File: src/rtl/event_record_types.sv
// rtl/event_record_types.sv - shared event-record types and bus constants
//
// Purpose: record layout carried on the depth event bus, plus the bus and
// counter widths shared by the arbiter, its interface and its sub-modules.
// Ports: none (package).

package event_record_types;

  localparam int EVENT_BUS_W = 256;
  localparam int ARB_CNT_W   = 32;

  // Occupies bits [224:0] of an EVENT_BUS_W word; upper bits are free for
  // producers and are passed through untouched.
  typedef struct packed {
    logic [15:0] seq;
    logic [63:0] ts_ns;
    logic [31:0] symbol_id;
    logic [63:0] price;
    logic [31:0] qty;
    logic [7:0]  level;
    logic [7:0]  action;
    logic        side;
  } event_record_t;

  localparam int EVENT_RECORD_W = $bits(event_record_t);

endpackage

File: src/rtl/depth_event_arbiter_if.sv
// rtl/depth_event_arbiter_if.sv - source/sink handshake bundle for the arbiter
//
// Purpose: groups the N_SRC source streams and the single merged output
// stream into one bundle.
// Signals: s_valid/s_ready/s_data (per-source, source i at
// [i*DATA_W +: DATA_W]), m_valid/m_ready/m_data/m_src (merged output).
// Modports: slave  - arbiter side (consumes sources, drives output)
//           master - environment side (drives sources, consumes output)

interface depth_event_arbiter_if #(
  parameter int N_SRC  = 4,
  parameter int DATA_W = event_record_types::EVENT_BUS_W
);

  localparam int SRC_W = $clog2(N_SRC);

  logic [N_SRC-1:0]        s_valid;
  logic [N_SRC-1:0]        s_ready;
  logic [N_SRC*DATA_W-1:0] s_data;
  logic                    m_valid;
  logic                    m_ready;
  logic [DATA_W-1:0]       m_data;
  logic [SRC_W-1:0]        m_src;

  modport slave (
    input  s_valid, s_data, m_ready,
    output s_ready, m_valid, m_data, m_src
  );

  modport master (
    output s_valid, s_data, m_ready,
    input  s_ready, m_valid, m_data, m_src
  );

endinterface

File: src/rtl/rr_pick.sv
// rtl/rr_pick.sv - combinational round-robin priority picker
//
// Purpose: given a request vector and the last granted index, grants the
// first requester found searching upward from last_grant+1 with wrap.
// Ports: req        in  N_SRC  request vector
//        last_grant in  SRC_W  index granted most recently
//        gnt        out N_SRC  one-hot grant (zero when no request)
//        gnt_idx    out SRC_W  index of the granted requester
//        gnt_any    out 1      a grant was issued

module rr_pick #(
  parameter  int N_SRC = 4,
  localparam int SRC_W = $clog2(N_SRC)
) (
  input  logic [N_SRC-1:0] req,
  input  logic [SRC_W-1:0] last_grant,
  output logic [N_SRC-1:0] gnt,
  output logic [SRC_W-1:0] gnt_idx,
  output logic             gnt_any
);

  int               cand;
  logic [SRC_W-1:0] cand_idx;

  // Walk N_SRC candidates starting just past last_grant; the first hit wins.
  // Modulo arithmetic keeps non-power-of-two N_SRC correct.
  always_comb begin
    gnt      = '0;
    gnt_idx  = '0;
    gnt_any  = 1'b0;
    cand     = 0;
    cand_idx = '0;
    for (int k = 1; k <= N_SRC; k++) begin
      cand     = (int'(last_grant) + k) % N_SRC;
      cand_idx = SRC_W'(cand);
      if (!gnt_any && req[cand_idx]) begin
        gnt[cand_idx] = 1'b1;
        gnt_idx       = cand_idx;
        gnt_any       = 1'b1;
      end
    end
  end

endmodule

File: src/rtl/depth_event_arbiter.sv
// rtl/depth_event_arbiter.sv - round-robin merge of N_SRC event streams
//
// Purpose: merges N_SRC record streams onto one output bus through a
// one-entry output register tagged with the source index. Strict
// round-robin, source 0 first after reset.
// Ports: clk        in   clock
//        rst        in   synchronous active-high reset
//        bus        slave  s_valid/s_ready/s_data in, m_valid/m_ready/
//                          m_data/m_src out
//        stats_clr  in   zeroes all counters (stats build only)
//        grant_cnt  out  N_SRC x 32 per-source accepted-record counts
//        stall_cnt  out  cycles with m_valid=1 and m_ready=0
// Build option: DEPTH_EVENT_ARB_STATS_EN enables the counters; otherwise
// grant_cnt/stall_cnt read 0 and stats_clr is ignored.

module depth_event_arbiter #(
  parameter int N_SRC  = 4,
  parameter int DATA_W = event_record_types::EVENT_BUS_W
) (
  input  logic                                          clk,
  input  logic                                          rst,
  depth_event_arbiter_if.slave                          bus,
  input  logic                                          stats_clr,
  output logic [N_SRC*event_record_types::ARB_CNT_W-1:0] grant_cnt,
  output logic [event_record_types::ARB_CNT_W-1:0]       stall_cnt
);

  import event_record_types::*;

  localparam int SRC_W = $clog2(N_SRC);

  logic             slot_free;
  logic [N_SRC-1:0] req;
  logic [N_SRC-1:0] gnt;
  logic [SRC_W-1:0] gnt_idx;
  logic             gnt_any;

  logic              m_valid_q, m_valid_d;
  logic [DATA_W-1:0] m_data_q, m_data_d;
  logic [SRC_W-1:0]  m_src_q, m_src_d;
  logic [SRC_W-1:0]  last_grant_q, last_grant_d;

  // The slot can take a new record when empty or when the current one
  // retires this cycle, so a steady m_ready gives one record per cycle.
  assign slot_free = !m_valid_q || bus.m_ready;

  // Masking requests (rather than the grant) keeps s_ready at zero during
  // reset and while the slot is occupied.
  assign req = (!rst && slot_free) ? bus.s_valid : '0;

  rr_pick #(.N_SRC(N_SRC)) u_pick (
    .req        (req),
    .last_grant (last_grant_q),
    .gnt        (gnt),
    .gnt_idx    (gnt_idx),
    .gnt_any    (gnt_any)
  );

  assign bus.s_ready = gnt;

  always_comb begin
    m_valid_d    = m_valid_q;
    m_data_d     = m_data_q;
    m_src_d      = m_src_q;
    last_grant_d = last_grant_q;
    if (gnt_any) begin
      m_valid_d    = 1'b1;
      m_src_d      = gnt_idx;
      last_grant_d = gnt_idx;
      for (int i = 0; i < N_SRC; i++) begin
        if (gnt[i]) begin
          m_data_d = bus.s_data[i*DATA_W +: DATA_W];
        end
      end
    end else if (slot_free) begin
      m_valid_d = 1'b0;
    end
  end

  always_ff @(posedge clk) begin
    if (rst) begin
      m_valid_q    <= 1'b0;
      m_data_q     <= '0;
      m_src_q      <= '0;
      last_grant_q <= SRC_W'(N_SRC - 1);
    end else begin
      m_valid_q    <= m_valid_d;
      m_data_q     <= m_data_d;
      m_src_q      <= m_src_d;
      last_grant_q <= last_grant_d;
    end
  end

  assign bus.m_valid = m_valid_q;
  assign bus.m_data  = m_data_q;
  assign bus.m_src   = m_src_q;

`ifdef DEPTH_EVENT_ARB_STATS_EN
  logic [ARB_CNT_W-1:0] grant_cnt_q [N_SRC];
  logic [ARB_CNT_W-1:0] grant_cnt_d [N_SRC];
  logic [ARB_CNT_W-1:0] stall_cnt_q, stall_cnt_d;

  // Counters wrap naturally; a clear wins over an increment in the same cycle.
  always_comb begin
    for (int i = 0; i < N_SRC; i++) begin
      grant_cnt_d[i] = grant_cnt_q[i];
    end
    stall_cnt_d = stall_cnt_q;
    if (stats_clr) begin
      for (int i = 0; i < N_SRC; i++) begin
        grant_cnt_d[i] = '0;
      end
      stall_cnt_d = '0;
    end else begin
      for (int i = 0; i < N_SRC; i++) begin
        if (gnt[i]) begin
          grant_cnt_d[i] = grant_cnt_q[i] + ARB_CNT_W'(1);
        end
      end
      if (m_valid_q && !bus.m_ready) begin
        stall_cnt_d = stall_cnt_q + ARB_CNT_W'(1);
      end
    end
  end

  always_ff @(posedge clk) begin
    if (rst) begin
      for (int i = 0; i < N_SRC; i++) begin
        grant_cnt_q[i] <= '0;
      end
      stall_cnt_q <= '0;
    end else begin
      for (int i = 0; i < N_SRC; i++) begin
        grant_cnt_q[i] <= grant_cnt_d[i];
      end
      stall_cnt_q <= stall_cnt_d;
    end
  end

  for (genvar g = 0; g < N_SRC; g++) begin : g_cnt_out
    assign grant_cnt[g*ARB_CNT_W +: ARB_CNT_W] = grant_cnt_q[g];
  end
  assign stall_cnt = stall_cnt_q;
`else
  logic unused_stats_clr;
  assign unused_stats_clr = stats_clr;
  assign grant_cnt        = '0;
  assign stall_cnt        = '0;
`endif

endmodule

File: src/flat_wrapper.sv
// flat-port wrapper written by rule: the top's interface ports become plain ports
module depth_event_arbiter_flat import event_record_types::*;
#(
  parameter int N_SRC  = 4,
  parameter int DATA_W = event_record_types::EVENT_BUS_W
)
  (clk, rst, stats_clr, grant_cnt, stall_cnt, bus_s_valid, bus_s_data, bus_m_ready, bus_s_ready, bus_m_valid, bus_m_data, bus_m_src);
  depth_event_arbiter_if #(.N_SRC(N_SRC), .DATA_W(DATA_W)) bus_i ();
  input  logic clk;
  input  logic rst;
  input  logic stats_clr;
  output logic [N_SRC*event_record_types::ARB_CNT_W-1:0] grant_cnt;
  output logic [event_record_types::ARB_CNT_W-1:0] stall_cnt;
  input wire logic [$bits(bus_i.s_valid)-1:0] bus_s_valid;
  input wire logic [$bits(bus_i.s_data)-1:0] bus_s_data;
  input wire logic [$bits(bus_i.m_ready)-1:0] bus_m_ready;
  output wire logic [$bits(bus_i.s_ready)-1:0] bus_s_ready;
  output wire logic [$bits(bus_i.m_valid)-1:0] bus_m_valid;
  output wire logic [$bits(bus_i.m_data)-1:0] bus_m_data;
  output wire logic [$bits(bus_i.m_src)-1:0] bus_m_src;
  assign bus_i.s_valid = bus_s_valid;
  assign bus_i.s_data = bus_s_data;
  assign bus_i.m_ready = bus_m_ready;
  assign bus_s_ready = bus_i.s_ready;
  assign bus_m_valid = bus_i.m_valid;
  assign bus_m_data = bus_i.m_data;
  assign bus_m_src = bus_i.m_src;
  depth_event_arbiter #(.N_SRC(N_SRC), .DATA_W(DATA_W)) u_core (.clk(clk), .rst(rst), .bus(bus_i), .stats_clr(stats_clr), .grant_cnt(grant_cnt), .stall_cnt(stall_cnt));
endmodule
File: config.mk
export PLATFORM = sky130hd
export DESIGN_NAME = depth_event_arbiter_flat
export DESIGN_NICKNAME = d
export VERILOG_FILES = /design/src/rtl/event_record_types.sv /design/src/rtl/depth_event_arbiter_if.sv /design/src/rtl/rr_pick.sv /design/src/rtl/depth_event_arbiter.sv /design/src/flat_wrapper.sv
export SDC_FILE = /design/constraint.sdc
export NUM_CORES = 1
export LEC_CHECK = 0
export BUFFER_PORTS_ARGS = -buffer_cell sky130_fd_sc_hd__buf_2
export CAP_MARGIN = 20
export CELL_PAD_IN_SITES_DETAIL_PLACEMENT = 1
export CELL_PAD_IN_SITES_GLOBAL_PLACEMENT = 1
export CORE_AREA = 2 2 569 571
export CTS_BUF_LIST = sky130_fd_sc_hd__clkbuf_16
export CTS_CLUSTER_SIZE = 8
export DETAILED_ROUTE_END_ITERATION = 10
export DIE_AREA = 0 0 571 573
export PLACE_DENSITY = 0.3
export SYNTH_ARGS = -nofsm -noshare
export SYNTH_HDL_FRONTEND = slang
export SYNTH_SLANG_ARGS = --single-unit
export TNS_END_PERCENT = 50
File: constraint.sdc
create_clock -name clk -period 4.82 [get_ports clk]
set_clock_uncertainty 0.05 [all_clocks]
set_input_delay 0.723 -clock clk [delete_from_list [all_inputs] [get_ports clk]]
set_output_delay 0.723 -clock clk [all_outputs]
set_load 0.01 [all_outputs]
Yosys cells after proc, flatten, opt, wreduce, memory -nomap -nowiden
Cells that the tools add are included.
- add/sub/neg operators: 4
- magnitude comparators: 8
- multiplexer cells: 35
- bitwise gates (word level): 3
- reductions and logical operators: 17
- operators with widths (cell ; number):
    $mux W256 ; 4
    $mux W4 ; 5
    $mux W1 ; 14
    $lt A2 B3 Y1 const B ; 4
    $or A4 B4 Y4 ; 3
    $bmux W1 S2 ; 4
    $demux W1 S2 ; 4
    $ge A2 B1 Y1 const B ; 4
    $logic_and A1 B1 Y1 ; 8
    $mux W2 ; 4
    $logic_not A1 Y1 ; 5
    $add A2 B1 Y2 const B ; 2
    $add A2 B2 Y2 const B ; 2
    $reduce_bool A4 Y1 ; 1
    $reduce_and A2 Y1 ; 1
    $reduce_bool A2 Y1 ; 1
    $logic_or A1 B1 Y1 ; 1
- register bits after elaboration: 261
- output and inout bits: 423
- logic and storage cells: 71

Depth between registers and ports, before layout
Gate-level depths: netlist of the first run.
- depth after elaboration: 20
- mapped depth: 16

By module
From an unflattened synthesis of the first run, not the netlist that was laid out.
- cell total of the unflattened synthesis: 1735
- area, all modules: 16620.9 µm²
- modules (own cells, without submodules) (module ; times used ; cells an instance ; area each (µm²) ; sequential area each (µm²)):
    depth_event_arbiter ; 1 ; 1667 ; 16095.4 ; 5225.0
    rr_pick ; 1 ; 68 ; 525.5 ; 0.0

Least setup slack after synthesis of the first run
OpenSTA, ideal clock, no wires.
- kind: register -> output
- start: register u_core.last_grant_q[0]
- end: output port bus_s_ready[3]
- data arrival time: 2.952 ns
- path slack: 1.095 ns
- stages on the path, launching flop included: 13
- path buffers: 5
- path through: dfxtp_1 buf_2 buf_2 clkinv_1 ha_1 clkbuf_1 mux4_2 nor2_1 a22oi_1 a31o_1 clkbuf_1 inv_2 clkbuf_1
- longest elaborated chain between the ends: 13
- elaborated cells on any way between the ends: 48
- those cells by class: add/sub (4); order compare (8); mux (23); bitwise (3); reduce/logical (10)
- ends and longest elaborated chain (what ; RTL line ; source):
    start: declaration ; depth_event_arbiter.sv:41 ; logic [SRC_W-1:0] last_grant_q, last_grant_d;
    start signal: assignment ; depth_event_arbiter.sv:85 ; last_grant_q <= SRC_W'(N_SRC - 1);
    start signal: assignment ; depth_event_arbiter.sv:90 ; last_grant_q <= last_grant_d;
    parallel branches: the longest is 12 deep, another holds $lt A2 B3 Y1 ; -- ;
    $mux W4 (*) ; rr_pick.sv:36 ; if (!gnt_any && req[cand_idx]) begin
    end: declaration ; flat_wrapper.sv:17 ; output wire logic [$bits(bus_i.s_ready)-1:0] bus_s_ready;
Mark *: on every way between the ends. The select of a mux whose other input is x is not followed.

Worst setup path after layout of the first run
- start: register u_core.last_grant_q[1]
- end: output port bus_s_ready[3]
The elaborated chain is that of the path after synthesis.

==> results of run 1 <==
-- cell type report --
| class | instances | area (um2) | area share |
|---|---|---|---|
| clock inverter | 37 | 205.2 | 0.006919 |
| multi-input combinational | 1520 | 9908 | 0.3341 |
| inverter | 6 | 42.54 | 0.001434 |
| timing repair buffer | 1391 | 7580 | 0.2556 |
| sequential | 261 | 5225 | 0.1762 |
| clock buffer | 47 | 1176 | 0.03966 |
| antenna | 53 | 132.6 | 0.004472 |
| tap | 4305 | 5386 | 0.1816 |
-- kinds of logic (layout without fill, tap and decap cells) --
| kind of cell | after synthesis | count (layout) |
|---|---|---|
| other | 1 | 213 |
| buffers and inverters | 429 | 1481 |
| adders and majority gates | 7 | 7 |
| and+or+nand+nor | 553 | 553 |
| DFF | 261 | 261 |
| AOI/OAI and AO/OA | 793 | 793 |
| muxes | 7 | 7 |
-- power by group through the flow --
stage | clock (mW) | sequential [mW] | combinational, mW
final | 3.33 | 2.95 | 4.89
after global placement | 0 | 2.99 | 5.01
after CTS | 3.56 | 2.96 | 5.03
after global routing | 3.58 | 3.01 | 5.28
after detailed placement | 0 | 2.99 | 5.00
after floorplan | 0 | 3.11 | 2.22
-- critical path: stages (launching register included) --
cell and delay, ns:
dfxtp_1 0.50, inv_1 0.24, ha_1 0.46, mux4_2 0.65
nor2_1 0.20, a22oi_1 0.12, a31o_4 0.37, inv_12 0.26
buf_2 0.20
-- layout by cell type (no fill, tap or decap), drive strengths merged, types with 22 or more instances in the layout --
cell type and n:
nand2 265, inv 22, a221oi 257, dfxtp 261
a32o 256, conb 160, clkbuf 47, diode 53
a211oi 256, nor2 261, buf 1391
-- state kept, by name, indices dropped and copies added, names as in the netlist --
| signal | flops |
|---|---|
| u_core.bus.m_valid | 1 |
| u_core.bus.m_src | 2 |
| u_core.last_grant_q | 2 |
| u_core.bus.m_data | 256 |
-- metal layers --
layer | part of all wire | vias up | global-route usage
li1 | - | 10200 | -
met1 | 0.40 | 11470 | 0.1467
met2 | 0.44 | 1382 | 0.2016
met3 | 0.13 | 408 | 0.06430
met4 | 0.021 | 150 | 0.02227
met5 | 0.0047 | - | 0
-- per-stage QoR --
stage | cells | TNS, ns | setup slack (ns) | instance area [um2] | total power, mW
floorplan | 2210 | 0 | 1.095 | 17430 | 5.331
global placement | 7478 | 0 | 0.3097 | 28100 | 7.994
detailed placement | 7478 | 0 | 0.2565 | 28100 | 7.989
CTS | 7563 | 0 | 0.006073 | 29490 | 11.55
global route | 7579 | -0.0001807 | -0.0001807 | 29550 | 11.87
finish | 7620 | 0 | 0.2847 | 29660 | 11.17
-- worst paths after layout --
path         depth (start not counted)                                  end
min                                  3   u_core.bus.m_data[70]$_SDFFE_PP0P_
max reg2reg                         12  u_core.bus.m_data[146]$_SDFFE_PP0P_
max                                  8                       bus_s_ready[3]
min reg2reg                          2     u_core.bus.m_src[0]$_SDFFE_PP0P_
-- timing repair --
| item | 4_1_cts | 5_1_grt |
|---|---|---|
| hold buffers | 0 | 0 |
| setup buffers | 1 | 4 |
| resized for setup | 1 | 0 |
| setup endpoints to repair | 2 | 40 |
| pin swaps | 1 | 1 |
==> results.cfg, run 1 <==
[outcome]
status = complete, no violations

[yosys]
syn_area_mm2 = 0.01683
synth-seq-cells = 261
avgSynthCellArea_um2 = 8.206
yosysWarnings = 0
syn-instance-count = 2051
yosysUniqueCellTypes = 50
yosysSeqAreaShare = 0.3105
yosys.area.top_type = dfxtp_1
synth-compound-area-share = 0.4110
synth_top_area_share = 0.3105
synthAdderAreaFrac = 0.005204
synthMuxAreaShare = 0.006022
yosys.area_share.xor_xnor = 0
synth_top_family_by_area = compound AO/OA/AOI/OAI gates
yosys.area_share.simple = 0.1288
async_reset_ff_frac = 0
synth-main-ff-cell = dfxtp_1
synth_common_cells = 265 x nand2_1, 261 x dfxtp_1, 261 x nor2_1
synth-edff-count = 0
yosysMostFrequentCell = nand2_1
yosys-top-cells-area = dfxtp_1 31%, a32o_1 15%, a221oi_1 13%, a211oi_1 11%, buf_4 7.7%

[cts]
cts_buffers = 46
insertion_delay_ns = 0.68
cts.clk_slew.worst_paths_ns = 0.06
cts_tree = yes
cts_max_level = 2
clockBufferDepth = 3
cts.sinks = 261
root_buffer = clkbuf_16

[floorplan]
coreArea_mm2 = 0.3204
fp-row-count = 208
dieArea_mm2 = 0.3272
start_util = 0.05253
die_h_um = 573
top_level_ports = 1455
die_w_um = 571

[route]
vias = 23610
via_per_inst = 3.099
wire_per_inst_um = 27.97
antenna_left = 0
drt_iter0_markers = 1187
drc = 0
firstDrtPassIters = 7
wl_mm = 213.1

[setup_path]
critPathLaunch = u_core.last_grant_q[1]$_SDFFE_PP1P_
reg2reg_slack_ns = 0.47
required_ns = 4.05
crit_type = flop to output port
cp-start-kind = flop
timing.rr.start = u_core.last_grant_q[1]$_SDFFE_PP1P_
critical_path.endpoint_type = output port
cp_max_fo = 36
arrival_ns = 3.76

[timing]
slew_headroom = 0.4120
hold_violations = 0
fmax_mhz = 220.5
period_needed_ns = 4.535
slew_violations = 0
worst_pin_slew_ns = 0.8820
finalCritPeriodShare = 0.9409
finalSetupViolations = 0
timing.hold.ws_ns = 0.2699

[pwr]
p_leak_nw = 11.63
vdd_drop_max_mv = 0.1959
pwr-share-comb = 0.438
internal_power_mw = 6.269
p_seq_frac = 0.264
p_clk_frac = 0.298
p_sw_frac = 0.4387
powerDensity_mw_per_mm2 = 376.6
switchingPower_mw = 4.900

[global_route]
antenna_found_initial = 250
grt_pass1_wl_mm = 268.7
grt_usage = 0.1246
grt_max_degree = 97
grt_overflow_total = 0
grt_pass1_vias = 24730

[cells_and_area]
utilization = 0.09257
nFillCells = 38430
layout-drive-gt1-share = 0.4485
area_growth_pct = 76.21
fin_nets = 4265

[placement]
routabilityCongestion = 0.8141
numPortBuffers = 1293
dpl.hpwl_mm = 178.1

[run]
cap_viol_max_count = 0

[hold_path]
min_from = bus_s_data[838]
min_path_type = input port to flop
No activity file was read; power rests on OpenSTA's default activity.
==> run 2, diff against run 1 <==
- REMOVE_ABC_BUFFERS: not set -> 1
==> results.cfg, run 2 (same netlist as run 1, synthesis figures left out) <==
[outcome]
status = complete, no violations

[cts]
clockBufferDepth = 3
insertion_delay_ns = 0.65
postCtsHoldBufs = 0
root_buffer = clkbuf_16
postCtsSetupBuffers = 0
cts_max_level = 2
cts_buffers = 45
cts.clk_slew.worst_paths_ns = 0.06
cts.sinks = 261
cts.repair.resized = 0
cts_tree = yes

[timing]
fmax_mhz = 221.3
fin_ws_ns = 0.3019
worst_pin_slew_ns = 1.050
fin_setup_tns_ns = 0
rsz0062_at_grt = no
slew_headroom = 0.2999
period_needed_ns = 4.518
slew_violations = 0
finalCritPeriodShare = 0.9374
finalSetupViolations = 0
hold_violations = 0

[placement]
placedCellCount = 7497
dp_slack_ns = 0.5790
dpl.hpwl_mm = 185.3
numPortBuffers = 1293
routabilityCongestion = 0.8601

[pwr]
vdd_drop_max_mv = 0.2343
powerDensity_mw_per_mm2 = 369.5
p_leak_nw = 11.71

[route]
wl_mm = 216.3
drt_iter0_markers = 1317
via_per_inst = 3.118
vias = 23830
drc = 0
wire_per_inst_um = 28.29
antenna_left = 0
firstDrtPassIters = 5

[floorplan]
die_h_um = 573
coreArea_mm2 = 0.3204
dieArea_mm2 = 0.3272
top_level_ports = 1455
start_util = 0.05253
die_w_um = 571
fp-row-count = 208

[hold_path]
min_path_type = input port to flop
whs_path_depth = 3
min_from = bus_s_data[824]
whs_endpoint = u_core.bus.m_data[56]$_SDFFE_PP0P_

[setup_path]
reg2reg_slack_ns = 0.57
cp-start-kind = flop
cp_max_fo = 42
r2r_cells = 12
arrival_ns = 3.75
crit_type = flop to output port
r2r-end = u_core.bus.m_data[5]$_SDFFE_PP0P_
required_ns = 4.05
critical_path.endpoint_type = output port
timing.rr.start = u_core.last_grant_q[0]$_SDFFE_PP1P_
critPathLaunch = u_core.last_grant_q[0]$_SDFFE_PP1P_

[global_route]
grt_pass1_vias = 24400
antenna_found_initial = 286
grt_overflow_total = 0
grt_max_degree = 105
grt_pass1_wl_mm = 270.0
grt_usage = 0.1262

[cells_and_area]
fin_nets = 4278
final_common_cell = buf_2
final_cell_mix = 1292 x buf_2, 265 x nand2_1, 261 x nor2_1, 261 x dfxtp_1
largest_register_ffs = 256
area_growth_pct = 76.95
fin_cells = 7645
layout-drive-gt1-share = 0.4516

[run]
cap_viol_max_count = 0
==> run 2: worst max path at each step <==
stage,end,slack (ns),depth (start not counted)
global route,bus_s_ready[3],0.004,9
finish,bus_s_ready[3],0.30,9
global placement,u_core.bus.m_data[179]$_SDFFE_PP0P_,0.58,12
CTS,bus_s_ready[3],0.11,9
detailed placement,u_core.bus.m_data[241]$_SDFFE_PP0P_,0.58,12
floorplan,u_core.bus.m_data[0]$_SDFFE_PP0P_,-17.19,10
==> run 2: layout make-up <==
cell class | count | area, um2
diodes | 65 | 162.7
clock buffers | 47 | 1176
clock inverters | 36 | 175.2
fillers | 38510 | 290600
inverters | 6 | 37.54
multi-input cells | 1520 | 9908
flip-flops and latches | 261 | 5225
well taps | 4305 | 5386
repair buffers | 1405 | 7710
==> run 2: through the flow <==
stage               power (mW)  instance area, um2  utilization  hold WS (ns)
detailed placement       7.936               28270      0.08823        0.4365
global placement         7.931               28270      0.08823        0.4306
global route             11.68               29660      0.09258        0.2376
finish                   11.00               29780      0.09296        0.2829
floorplan                5.187               15120            -        0.4421
CTS                      11.36               29620      0.09245        0.1737
==> run 2: report_power, final <==
group	internal [mW]	switching (mW)	leakage (nW)	total, mW
sequential	2.63	0.320	2.15	2.95
clock	1.79	1.43	0.743	3.22
combinational	1.81	3.03	8.82	4.83
total	6.23	4.78	11.7	11.0
==> run 2: worst max-delay path, cell delays in order (launching register included) <==
cell and delay (ns):
dfxtp_1 0.33, clkinv_1 0.20, ha_1 0.47, or3b_2 0.47
nand3_1 0.17, and3_1 0.26, a22oi_1 0.14, a31o_4 0.42
inv_8 0.35, buf_2 0.23
==> run 2: layer usage <==
metal  GRT usage  wire [um]
met1      0.1405      82270
met2      0.2050      97740
met4     0.02975       5503
met5           0       1297
met3     0.07320      29450
